## src/rtl/rps_pkg.sv

```systemverilog
// Shared types and helpers for the rock-paper-scissors match controller.
// Move and result encodings, FSM state enum and the beats() rule.
package rps_pkg;

  localparam logic [2:0] ROCK     = 3'b001;
  localparam logic [2:0] PAPER    = 3'b010;
  localparam logic [2:0] SCISSORS = 3'b100;

  localparam logic [1:0] DRAW  = 2'b00;
  localparam logic [1:0] A_WIN = 2'b01;
  localparam logic [1:0] B_WIN = 2'b10;

  typedef enum logic [1:0] {
    S_IDLE,
    S_COLLECT,
    S_JUDGE,
    S_OVER
  } state_t;

  // True when m1 defeats m2; both must be valid one-hot moves.
  function automatic logic beats(
    input logic [2:0] m1,
    input logic [2:0] m2
  );
    return (m1 == ROCK     && m2 == SCISSORS) ||
           (m1 == SCISSORS && m2 == PAPER)    ||
           (m1 == PAPER    && m2 == ROCK);
  endfunction

endpackage

```

## src/rtl/rps_move_check.sv

```systemverilog
// One-hot move validator: only rock, paper or scissors are legal.
// Purely combinational, one instance per player.
module rps_move_check
  import rps_pkg::*;
(
  input  logic [2:0] move_i,
  output logic       valid_o
);

  assign valid_o = (move_i == ROCK) ||
                   (move_i == PAPER) ||
                   (move_i == SCISSORS);

endmodule

```

## src/rtl/rps_match_ctrl.sv

```systemverilog
// Rock-paper-scissors match controller: collects locks, judges rounds,
// keeps score. Optional collect timeout built when RPS_TIMEOUT_EN is defined.
module rps_match_ctrl
  import rps_pkg::*;
#(
  parameter int WIN_ROUNDS  = 3,
  parameter int SCORE_W     = 3,
  parameter int TIMEOUT_CYC = 1000
) (
  input  logic               clk,
  input  logic               rst,
  input  logic               start,
  input  logic               lockA,
  input  logic               lockB,
  input  logic [2:0]         inA,
  input  logic [2:0]         inB,
  output logic               errA,
  output logic               errB,
  output logic               round_done,
  output logic [1:0]         round_result,
  output logic [SCORE_W-1:0] scoreA,
  output logic [SCORE_W-1:0] scoreB,
  output logic [7:0]         round_cnt,
  output logic               match_done,
  output logic [1:0]         match_winner,
  output logic               busy
);

  localparam logic [SCORE_W-1:0] WIN_N = SCORE_W'(WIN_ROUNDS);

  state_t             state_q;
  logic               flgA_q, flgB_q;
  logic [2:0]         mvA_q, mvB_q;
  logic               errA_q, errB_q;
  logic               done_q;
  logic [1:0]         res_q;
  logic [SCORE_W-1:0] scA_q, scB_q;
  logic [7:0]         rcnt_q;
  logic               mdone_q;
  logic [1:0]         mwin_q;
  logic               busy_q;

  logic               vA, vB;
  logic               accA, accB;
  logic               rejA, rejB;
  logic [1:0]         res_d;
  logic [SCORE_W-1:0] scA_d, scB_d;
  logic               win_d;
  logic [7:0]         rcnt_d;

  rps_move_check u_chk_a (.move_i(inA), .valid_o(vA));
  rps_move_check u_chk_b (.move_i(inB), .valid_o(vB));

  assign accA = lockA && !flgA_q && vA;
  assign accB = lockB && !flgB_q && vB;
  assign rejA = lockA && !flgA_q && !vA;
  assign rejB = lockB && !flgB_q && !vB;

`ifdef RPS_TIMEOUT_EN
  localparam int TO_W = (TIMEOUT_CYC > 1) ? $clog2(TIMEOUT_CYC) : 1;
  localparam logic [TO_W-1:0] TO_LAST = TO_W'(TIMEOUT_CYC - 1);
  logic [TO_W-1:0] to_cnt_q;
`endif

  // Round verdict from the stored moves; a lone lock wins after timeout.
  always_comb begin
    res_d = DRAW;
    if (flgA_q && flgB_q) begin
      if (beats(mvA_q, mvB_q))
        res_d = A_WIN;
      else if (beats(mvB_q, mvA_q))
        res_d = B_WIN;
    end
`ifdef RPS_TIMEOUT_EN
    else if (flgA_q)
      res_d = A_WIN;
    else if (flgB_q)
      res_d = B_WIN;
`endif
    scA_d  = scA_q + SCORE_W'(res_d == A_WIN);
    scB_d  = scB_q + SCORE_W'(res_d == B_WIN);
    win_d  = (res_d == A_WIN && scA_d == WIN_N) ||
             (res_d == B_WIN && scB_d == WIN_N);
    rcnt_d = (rcnt_q == 8'hFF) ? rcnt_q : rcnt_q + 8'd1;
  end

  // Match FSM with all outputs registered.
  always_ff @(posedge clk) begin
    if (rst) begin
      state_q <= S_IDLE;
      flgA_q  <= 1'b0;
      flgB_q  <= 1'b0;
      mvA_q   <= '0;
      mvB_q   <= '0;
      errA_q  <= 1'b0;
      errB_q  <= 1'b0;
      done_q  <= 1'b0;
      res_q   <= DRAW;
      scA_q   <= '0;
      scB_q   <= '0;
      rcnt_q  <= '0;
      mdone_q <= 1'b0;
      mwin_q  <= 2'b00;
      busy_q  <= 1'b0;
`ifdef RPS_TIMEOUT_EN
      to_cnt_q <= '0;
`endif
    end else begin
      errA_q <= 1'b0;
      errB_q <= 1'b0;
      done_q <= 1'b0;
      unique case (state_q)
        S_IDLE, S_OVER: begin
          if (start) begin
            state_q <= S_COLLECT;
            flgA_q  <= 1'b0;
            flgB_q  <= 1'b0;
            res_q   <= DRAW;
            scA_q   <= '0;
            scB_q   <= '0;
            rcnt_q  <= '0;
            mdone_q <= 1'b0;
            mwin_q  <= 2'b00;
            busy_q  <= 1'b1;
`ifdef RPS_TIMEOUT_EN
            to_cnt_q <= '0;
`endif
          end
        end
        S_COLLECT: begin
          if (accA) begin
            mvA_q  <= inA;
            flgA_q <= 1'b1;
          end
          if (accB) begin
            mvB_q  <= inB;
            flgB_q <= 1'b1;
          end
          errA_q <= rejA;
          errB_q <= rejB;
          if (flgA_q && flgB_q)
            state_q <= S_JUDGE;
`ifdef RPS_TIMEOUT_EN
          else if (to_cnt_q == TO_LAST)
            state_q <= S_JUDGE;
          else
            to_cnt_q <= to_cnt_q + 1'b1;
`endif
        end
        S_JUDGE: begin
          res_q  <= res_d;
          scA_q  <= scA_d;
          scB_q  <= scB_d;
          rcnt_q <= rcnt_d;
          done_q <= 1'b1;
          flgA_q <= 1'b0;
          flgB_q <= 1'b0;
`ifdef RPS_TIMEOUT_EN
          to_cnt_q <= '0;
`endif
          if (win_d) begin
            state_q <= S_OVER;
            mdone_q <= 1'b1;
            mwin_q  <= res_d;
            busy_q  <= 1'b0;
          end else begin
            state_q <= S_COLLECT;
          end
        end
        default: state_q <= S_IDLE;
      endcase
    end
  end

  assign errA         = errA_q;
  assign errB         = errB_q;
  assign round_done   = done_q;
  assign round_result = res_q;
  assign scoreA       = scA_q;
  assign scoreB       = scB_q;
  assign round_cnt    = rcnt_q;
  assign match_done   = mdone_q;
  assign match_winner = mwin_q;
  assign busy         = busy_q;

endmodule
```

## config.mk

```make
export PLATFORM = sky130hd
export DESIGN_NAME = rps_match_ctrl
export DESIGN_NICKNAME = d
export VERILOG_FILES = /design/src/rtl/rps_pkg.sv /design/src/rtl/rps_move_check.sv /design/src/rtl/rps_match_ctrl.sv
export SDC_FILE = /design/constraint.sdc
export NUM_CORES = 1
export LEC_CHECK = 0
export CAP_MARGIN = 20
export CORE_UTILIZATION = 40
export CTS_BUF_LIST = sky130_fd_sc_hd__clkbuf_8
export CTS_CLUSTER_DIAMETER = 60
export DETAILED_ROUTE_END_ITERATION = 8
export DONT_BUFFER_PORTS = 1
export RECOVER_POWER = 25
export REMOVE_ABC_BUFFERS = 1
export SLEW_MARGIN = 25
export SYNTH_ARGS = -nofsm -noshare
export SYNTH_HDL_FRONTEND = slang
export SYNTH_SLANG_ARGS = --single-unit
```

## constraint.sdc

```tcl
create_clock -name clk -period 4.94 [get_ports clk]
set_clock_uncertainty 0.15 [all_clocks]
set_input_delay 1.235 -clock clk [delete_from_list [all_inputs] [get_ports clk]]
set_output_delay 1.235 -clock clk [all_outputs]
set_load 0.03 [all_outputs]
```

# --- Word level (Yosys, flattened, before mapping) ---
# Cells that the tools add are included.
classes:
  add_sub_neg: 3
  n_eq_ne: 26
  mux: 28
  bitwise_logic: 1
  n_reduce_logical: 40
op_table:
  columns: ["cell", "n"]
  rows:
  - ["equality test 3 x 2 -> 1 bit, second input constant", 6]
  - ["2-to-1 mux 2 bit", 8]
  - ["2-to-1 mux 8 bit", 2]
  - ["one-hot mux 8 bit (2 select lines)", 1]
  - ["logical AND 1 bit", 15]
  - ["equality test 3 x 1 -> 1 bit, second input constant", 4]
  - ["equality test 3 bit, second input constant", 4]
  - ["!= test 2 bit, second input constant", 6]
  - ["one-hot mux 3 bit (2 select lines)", 2]
  - ["AND reduction 2 bit", 6]
  - ["logical OR 1 bit", 9]
  - ["adder 8 x 1 -> 8 bit, second input constant", 1]
  - ["equality test 8 bit, second input constant", 1]
  - ["one-hot mux 2 bit (2 select lines)", 2]
  - ["2-to-1 mux 1 bit", 7]
  - ["adder 3 x 1 -> 3 bit", 2]
  - ["equality test 2 bit, second input constant", 3]
  - ["one-hot mux 1 bit (3 select lines)", 2]
  - ["one-hot mux 2 bit (3 select lines)", 1]
  - ["AND reduction 3 bit", 2]
  - ["equality test 2 x 1 -> 1 bit, second input constant", 2]
  - ["logical NOT 1 bit", 4]
  - ["one-hot mux 1 bit (2 select lines)", 2]
  - ["OR reduction 2 bit", 2]
  - ["4 further kinds", 4]
word_totals:
  reg_bits: 33
  input_bits: 11
  out_inout_bits: 23
  wordCells: 113

# --- Longest topological paths before layout ---
# Gate-level depths: netlist (run 1).
logic_depth:
  ltp_word: 14
  depth_mapped: 12
  depth_no_buf: 12

# --- By module ---
# A second synthesis (run 1) with hierarchy kept.
hier_totals:
  cells_unflattened: 191
  area_unflattened_um2: 1679.1
by_module_without_submodules:
  columns: ["mod", "n_inst", "cells_per_inst", "area_per_inst_um2"]
  rows:
  - ["rps_match_ctrl", 1, 185, 1636.6]
  - ["rps_move_check", 2, 3, 21.3]

# --- Worst setup path before layout (run 1) ---
# Ideal clock, no wire load.
synth_timing:
  path_kind: "reg2reg"
  from: "register mvB_q[1]"
  to: "register mwin_q[1] (netlist: match_winner[1])"
  arrival_time_ns: 2.296
  required_ns: 4.716
  path_slack_ns: 2.420
  path_stages_with_launch: 13
  path_buffers: 0
  path_cell_list: "dfxtp_1 > and4bb_1 > o21ai_2 > nand2_2 > inv_1 > nor2_1 > ha_1 > ha_1 > nor2b_1 > nor3_1 > a21boi_0 > o211ai_1 > a31oi_1"
synth_between:
  elab_chain_len: 14
  word_cells_on_any_way: 29
  cone_classes: "add/sub: 2; eq/ne: 8; mux: 5; reduce/logical: 14"
synth_lines:
  columns: ["element", "line", "source"]
  rows:
  - ["start, declared", "rps_match_ctrl.sv:33", "logic [2:0] mvA_q, mvB_q;"]
  - ["start signal, assigned", "rps_match_ctrl.sv:136", "mvB_q <= inB;"]
  - ["equality test 3 x 1 -> 1 bit or equality test 3 bit (tied branches)", "rps_pkg.sv:25, rps_pkg.sv:27, rps_pkg.sv:26", null]
  - ["logical AND 1 bit, on equally long branches", "rps_pkg.sv:25, rps_pkg.sv:26", null]
  - ["logical OR 1 bit", "rps_pkg.sv:25", "return (m1 == ROCK && m2 == SCISSORS) ||"]
  - ["logical OR 1 bit", "rps_pkg.sv:26", "(m1 == SCISSORS && m2 == PAPER) ||"]
  - ["2-to-1 mux 2 bit", "rps_match_ctrl.sv:71", "else if (beats(mvB_q, mvA_q))"]
  - ["2-to-1 mux 2 bit (*)", "rps_match_ctrl.sv:69", "if (beats(mvA_q, mvB_q))"]
  - ["2-to-1 mux 2 bit (*)", "rps_match_ctrl.sv:68", "if (flgA_q && flgB_q) begin"]
  - ["equality test 2 x 1 -> 1 bit or equality test 2 bit (tied branches)", null, null]
  - ["adder 3 x 1 -> 3 bit, on equally long branches", "rps_match_ctrl.sv:80, rps_match_ctrl.sv:81", null]
  - ["equality test 3 x 2 -> 1 bit, on equally long branches", "rps_match_ctrl.sv:82, rps_match_ctrl.sv:83", null]
  - ["logical AND 1 bit, on equally long branches", "rps_match_ctrl.sv:82, rps_match_ctrl.sv:83", null]
  - ["logical OR 1 bit", "rps_match_ctrl.sv:82", "win_d = (res_d == A_WIN && scA_d == WIN_N) ||"]
  - ["!= test 2 bit (no line)", null, null]
  - ["AND reduction 3 bit (no line)", null, null]
  - ["end signal, assigned", "rps_match_ctrl.sv:164", "mwin_q <= res_d;"]
  - ["end, declared", "rps_match_ctrl.sv:40", "logic [1:0] mwin_q;"]
# Mark *: on every way between the ends. The rest lies on a longest branch, timed or not. The select of a mux whose other input is x is not followed.
# A chain may end at the register's enable or synchronous reset.

# --- Final worst setup path (run 1) ---
# Same ends and word-level chain as after synthesis.

==> out/metrics.csv, run 1 <==
stage,metric,value,unit
grt,initial antenna violation count,0,
layout,layout cells sized above 1,6.533,%
die,Starting Density,41.96,%
sta,Rel. slew slack,31.35,%
grt,layer with the highest usage,met2,
grt,GR Layer Usage met3,5.479,%
power,leak pwr,0.6712,nW
layout,final-stage net count,218,
die,Die Ht,67.01,um
clocking,clk sinks,33,
worst_hold_path,Hold Crit Class,flop to flop,
layout,Layout area overhead,7.402,%
sta,part of the cycle the worst path needs,59.50,%
grt,GR met2 Demand/Resource,31.37,%
clocking,Worst-path clk slew,0.06,ns
flow_run,number of max-cap violations,0,
yosys,synthesized cell area,0.001690,mm^2
layout,"commonest non-fill, non-tap cell in the layout",nor2_1,
layout,# diodes,0,
clocking,Setup Buffers After CTS,0,
status,status,completed,
yosys,"area leader, netlist",dfxtp_1,
layout,"commonest cells after routing, fill and taps aside","nor2_1 (35), dfxtp_1 (33), nand2_1 (11), a21oi_1 (11), o21ai_0 (9)",
setup_path,CP max FO,6,
yosys,register area share after synthesis,39.08,%
sta,Fmax,0.3402,GHz
yosys,async set or reset register ratio after synthesis,0,%
die,core area,0.004029,mm^2
placement,DP Cell Count,242,
yosys,"Top FF cell, synth",dfxtp_1,
die,chip width,67.01,um
sta,worst hold slack,0.3714,ns
power,Peak VDD IR,0.1585,mV
grt,vias in the first global route,1373,
drt,Initial DRC Count,37,
grt,Global Route met1 Usage,19.28,%
clocking,TritonCTS clock tree,yes,
sta,unrepaired setup endpoints after global routing,false,
yosys,Synth top area share,39.08,%
clocking,post-CTS sizing,0,
sta,Final Max Slew Viols,0,
drt,DRT Pass-1 Iters,6,
layout,layout filler cell count,406,
placement,IO buf count,0,
placement,global placer's final weighted congestion,0.8136,
setup_path,Worst EP arrival,3.00,ns
clocking,CTS Hold Buffers Added,0,
yosys,synthesized instance count,197,
grt,pin count of the biggest net entering global routing,22,
setup_path,Critical Path Start Type,flop,
sta,Final Setup Violations,0,
setup_path,Worst EP required,5.00,ns
sta,setup TNS,0,ns
layout,Non-Filler Instances,249,
die,io pins,34,
grt,Total GRT Usage,18.06,%
setup_path,Setup CP Type,flop to flop,
sta,min Tclk post-route,2.939,ns
grt,grt total ovfl,0,
die,Site Rows,23,
yosys,number of enable flip-flop cells after synthesis,0,
drt,drt wl/cell,15.01,um
sta,Slew @ Worst Pin,1.001,ns
drt,drt total wl,3737,um
clocking,root buffer cell,clkbuf_8,
drt,DRC viols,0,
clocking,Max clock buf depth,2,
clocking,worst skew pair latency,0.29,ns
clocking,CTS H-Tree Depth,2,
yosys,Netlist cell types,43,
yosys,Synth area leaders,"dfxtp_1 (39%), nor2_1 (7.8%), ha_1 (5.9%), mux2i_1 (4.1%), a21oi_1 (3.3%)",
drt,Via Count,1423,
sta,final hold vios,0,
setup_path,endpoint class of the critical path,flop,
clocking,CTS Buf Count,5,
yosys,synthesized flop and latch total,33,
drt,via density per instance,5.715,
yosys,Syn. warnings,0,
yosys,Post-Syn Area per Cell,8.581,um^2
placement,DP HPWL,2745,um
grt,first-pass GRT wire length,5899,um
drt,final antenna-violating net count,0,
die,Die Area,0.004490,mm^2
power,Power Density,291.7,mW/mm^2
## through the flow
| step | setup WS (ns) | total power [W] | util (%) | cell area (um^2) |
|---|---|---|---|---|
| after floorplan | 2.198 | 0.0003214 | - | 1667 |
| after global placement | 1.935 | 0.0003299 | 42.92 | 1729 |
| after detailed placement | 1.757 | 0.0003328 | 42.92 | 1729 |
| after CTS | 1.999 | 0.0005346 | 45.06 | 1815 |
| after global routing | 1.718 | 0.0005519 | 45.06 | 1815 |
| final | 2.001 | 0.0005296 | 45.06 | 1815 |
## cell families (layout without fill, tap and decap cells)
group,count (synthesis),in the layout,synth area share (%)
AOI/OAI and AO/OA,45,45,16.80
xor gates and xnor gates,8,8,4.145
adders and majority gates,8,8,5.922
buffers and inverters,12,14,2.961
DFF,33,33,39.08
muxes,7,7,4.145
and+or+nand+nor,84,84,26.94
## critical path: stages, from the launching register on
cell and delay [ns]:
dfxtp_1 0.42, and4bb_1 0.25, o21ai_2 0.17, nand2_2 0.11, inv_1 0.08, nor2_1 0.04, ha_1 0.19, ha_1 0.19
nor2b_1 0.14, nor3_1 0.37, a21boi_0 0.41, o211ai_1 0.15, a31oi_1 0.18
## per-layer routing
layer,vias up,share of wire (%)
met3,7,7.9
met5,-,0
met2,45,47
met1,666,43
li1,705,-
met4,0,1.8
## area by class of cell
cell class                 count  area [um^2]  area share [%]
inverter                       7        26.28           1.447
clock buffer                   6        82.58           4.549
sequential                    33        660.6           36.39
clock inverter                 1        3.754          0.2068
multi-input combinational    152        979.7           53.96
tap                           50        62.56           3.446
## synthesized netlist by cell type (3+ instances only)
cell,instances
mux2i_1,7
o21ai_0,9
ha_1,8
nor2_1,35
a22oi_1,7
nand2_1,11
nand4_1,5
clkbuf_1,3
nor2b_1,5
nand3_1,3
xnor2_1,6
dfxtp_1,33
a21oi_1,11
a31oi_1,5
nor3_2,4
inv_1,7
nor3b_1,3
## power breakdown
group	total (W)	switching (W)	internal (W)	leakage, nW
clock network	0.000203	0.0000943	0.000108	0.0485
registers	0.000281	0.00000964	0.000272	0.267
logic	0.0000456	0.0000292	0.0000164	0.356
## flip-flops by register name, summed over array words and instances, names as in the netlist
name,flops
busy,1
errA,1
errB,1
flgA_q,1
flgB_q,1
match_done,1
match_winner,2
mvA_q,3
mvB_q,3
round_cnt,8
round_done,1
round_result,2
scoreA,3
scoreB,3
state_q,2
## worst paths after layout
path | startpoint | end | slack [ns] | cells past startpoint
hold / removal | flgA_q | errA | 0.37 | 1
hold reg to reg | flgA_q | errA | 0.37 | 1
setup reg to reg | mvB_q[1] | match_winner[1] | 2.00 | 12
setup / recovery | mvB_q[1] | match_winner[1] | 2.00 | 12
Power figures use the tool's default switching activity.
==> run 2: changes to the inputs <==
--- a/config.mk
+++ b/config.mk
@@ -5,6 +5,7 @@
 export SDC_FILE = /design/constraint.sdc
 export NUM_CORES = 1
 export LEC_CHECK = 0
+export ABC_AREA = 1
 export CAP_MARGIN = 20
 export CORE_UTILIZATION = 40
 export CTS_BUF_LIST = sky130_fd_sc_hd__clkbuf_8
==> constraint.sdc (replaced) <==
create_clock -name clk -period 2.97 [get_ports clk]
set_clock_uncertainty 0.15 [all_clocks]
set_input_delay 0.7425 -clock clk [delete_from_list [all_inputs] [get_ports clk]]
set_output_delay 0.7425 -clock clk [all_outputs]
set_load 0.03 [all_outputs]
==> out/metrics.csv, run 2 <==
stage,metric,value,unit
status,status,completed,
die,Die Ht,66.23,um
yosys,"area leader, netlist",dfxtp_1,
drt,DRC viols,0,
drt,drt total wl,3348,um
power,clock share of power,34.3,%
flow_run,number of max-cap violations,0,
setup_path,FF-to-FF End,match_winner[1],
sta,Slew @ Worst Pin,0.4313,ns
setup_path,CP max FO,4,
die,Die Area,0.004386,mm^2
placement,IO buf count,0,
setup_path,Worst EP arrival,2.30,ns
drt,DRT Pass-1 Iters,4,
setup_path,worst-case reg-to-reg path depth,16,
yosys,compound-gate portion of the synthesized area,15.01,%
sta,unrepaired setup endpoints after global routing,false,
yosys,synthesized instance count,233,
die,chip width,66.23,um
placement,global placer's final weighted congestion,0.7629,
yosys,Syn. warnings,0,
sta,Final Max Slew Viols,0,
worst_hold_path,startpoint of the worst hold path,state_q[1],
setup_path,Worst EP required,3.00,ns
layout,max reg flops,8,
clocking,clk sinks,33,
yosys,synthesized cell area,0.001650,mm^2
grt,grt total ovfl,0,
clocking,Max clock buf depth,2,
setup_path,worst r2r src,mvA_q[2],
clocking,root buffer cell,clkbuf_8,
grt,first-pass GRT wire length,5706,um
sta,Fmax,0.4415,GHz
die,core area,0.003799,mm^2
yosys,Adder-Cell Fraction of Synth Area,6.065,%
die,Site Rows,22,
yosys,synth cell count leaders,"nand2_1 (63), dfxtp_1 (33), a21oi_1 (29), inv_1 (28), nor2_1 (15)",
sta,Rel. slew slack,71.21,%
yosys,register area share after synthesis,40.03,%
clocking,post-CTS sizing,0,
layout,"commonest cells after routing, fill and taps aside","nand2_1 (63), dfxtp_1 (33), inv_1 (30), a21oi_1 (29), nor2_1 (15)",
placement,DP HPWL,2545,um
grt,initial antenna violation count,0,
yosys,Synth Area in XOR/XNOR,1.061,%
clocking,Setup Buffers After CTS,0,
drt,drt wl/cell,11.71,um
clocking,CTS Buf Count,5,
power,switching pwr,0.0002908,W
yosys,Netlist cell types,26,
grt,pin count of the biggest net entering global routing,18,
yosys,Post-Syn Area per Cell,7.083,um^2
power,Seq pwr share,50.9,%
power,total power,0.0009815,W
setup_path,R2R Setup Slk,0.71,ns
grt,Total GRT Usage,17.40,%
layout,final-stage net count,257,
clocking,TritonCTS clock tree,yes,
drt,Via Count,1407,
worst_hold_path,worst hold path depth,2,
setup_path,Setup CP Type,flop to flop,
yosys,most common cell in the synthesized netlist,nand2_1,
yosys,"Top FF cell, synth",dfxtp_1,
layout,"commonest non-fill, non-tap cell in the layout",nand2_1,
yosys,async set or reset register ratio after synthesis,0,%
yosys,simple-gate portion of the synthesized area,29.34,%
die,io pins,34,
drt,via density per instance,4.920,
worst_hold_path,end of the worst hold path,state_q[1],
power,logic gate share of total power,14.8,%
drt,final antenna-violating net count,0,
power,Peak VDD IR,0.2780,mV
yosys,Synth top area share,40.03,%
layout,Layout area overhead,8.643,%
worst_hold_path,Hold Crit Class,flop to flop,
sta,setup TNS,0,ns
clocking,worst skew pair latency,0.28,ns
sta,final hold vios,0,
sta,worst hold slack,0.3368,ns
layout,layout filler cell count,395,
power,leak pwr,0.7783,nW
clocking,Worst-path clk slew,0.07,ns
drt,Initial DRC Count,48,
sta,min Tclk post-route,2.265,ns
power,sw frac,29.62,%
layout,# diodes,0,
sta,Final Setup Violations,0,
clocking,CTS Hold Buffers Added,0,
power,Power Density,547.4,mW/mm^2
yosys,Synth area leaders,"dfxtp_1 (40%), nand2_1 (14%), a21oi_1 (8.8%), inv_1 (6.4%), ha_1 (6.1%)",
power,internal cell power,0.0006908,W
layout,layout cells sized above 1,8.403,%
yosys,largest family of logic cells by synthesized area,simple AND/OR/NAND/NOR gates,
grt,vias in the first global route,1310,
yosys,mux cell area share after synthesis,0,%
yosys,synthesized flop and latch total,33,
sta,part of the cycle the worst path needs,76.26,%
clocking,CTS H-Tree Depth,2,
yosys,number of enable flip-flop cells after synthesis,0,
die,Starting Density,43.45,%
setup_path,Critical Path Start Type,flop,
setup_path,endpoint class of the critical path,flop,
## run 2: power groups by stage
stage	sequential (W)	clock [W]	combinational [W]
global placement	0.000509	0	0.000144
global route	0.000502	0.000368	0.000169
CTS	0.000500	0.000346	0.000146
detailed placement	0.000510	0	0.000146
finish	0.000500	0.000337	0.000145
floorplan	0.000505	0	0.000120
## run 2: metrics by stage
| stage | area [um^2] | utilization, % | setup WS (ns) | cells |
|---|---|---|---|---|
| after floorplan | 1639 | - | 0.9637 | 230 |
| after CTS | 1793 | 47.20 | 0.7034 | 286 |
| after global routing | 1793 | 47.20 | 0.3097 | 286 |
| after global placement | 1707 | 44.93 | 0.7540 | 279 |
| after detailed placement | 1707 | 44.93 | 0.7204 | 279 |
| final | 1793 | 47.20 | 0.7052 | 286 |
## run 2: final cells by class
| cell class | count | area (um^2) | share of cell area, % |
|---|---|---|---|
| well taps | 48 | 60.06 | 3.350 |
| repair buffers | 1 | 7.507 | 0.4187 |
| clock buffers | 6 | 82.58 | 4.606 |
| flip-flops and latches | 33 | 660.6 | 36.85 |
| clock inverters | 1 | 3.754 | 0.2094 |
| multi-input cells | 164 | 849.6 | 47.38 |
| inverters | 33 | 128.9 | 7.188 |
## run 2: worst max path at each step
| stage | cells after the start | from | endpoint |
|---|---|---|---|
| after global placement | 15 | mvB_q[2] | match_winner[1] |
| after CTS | 16 | mvA_q[2] | match_winner[1] |
| after floorplan | 15 | mvB_q[2] | match_winner[1] |
| final | 16 | mvA_q[2] | match_winner[1] |
| after global routing | 17 | mvA_q[2] | match_winner[1] |
| after detailed placement | 15 | mvB_q[2] | match_winner[1] |
## run 2: cells by family after synthesis
family | count (synthesis)
compound gates | 45
xor+xnor | 2
fa+ha+maj | 8
buf+inv | 36
flops | 33
simple gates | 109
## run 2: critical path, cell delays in order, from the launching register on
cell	delay [ns]
dfxtp_1	0.33
inv_1	0.07
nor3_1	0.21
nand2_1	0.08
nand3_1	0.11
nand2_1	0.06
inv_1	0.09
ha_1	0.16
ha_1	0.15
xor2_1	0.19
nor2_1	0.07
nand3_1	0.08
nand2_1	0.08
nand2_1	0.12
nand2_1	0.08
nor2_1	0.09
nor2_1	0.05
## run 2: per-layer routing
metal | vias to the layer above | share of wire [%] | GRT usage (%)
met5 | - | 0 | 0
met4 | 0 | 1.6 | 7.181
met3 | 7 | 6.6 | 7.414
met2 | 24 | 42 | 26.66
met1 | 615 | 50 | 21.19
li1 | 761 | - | -
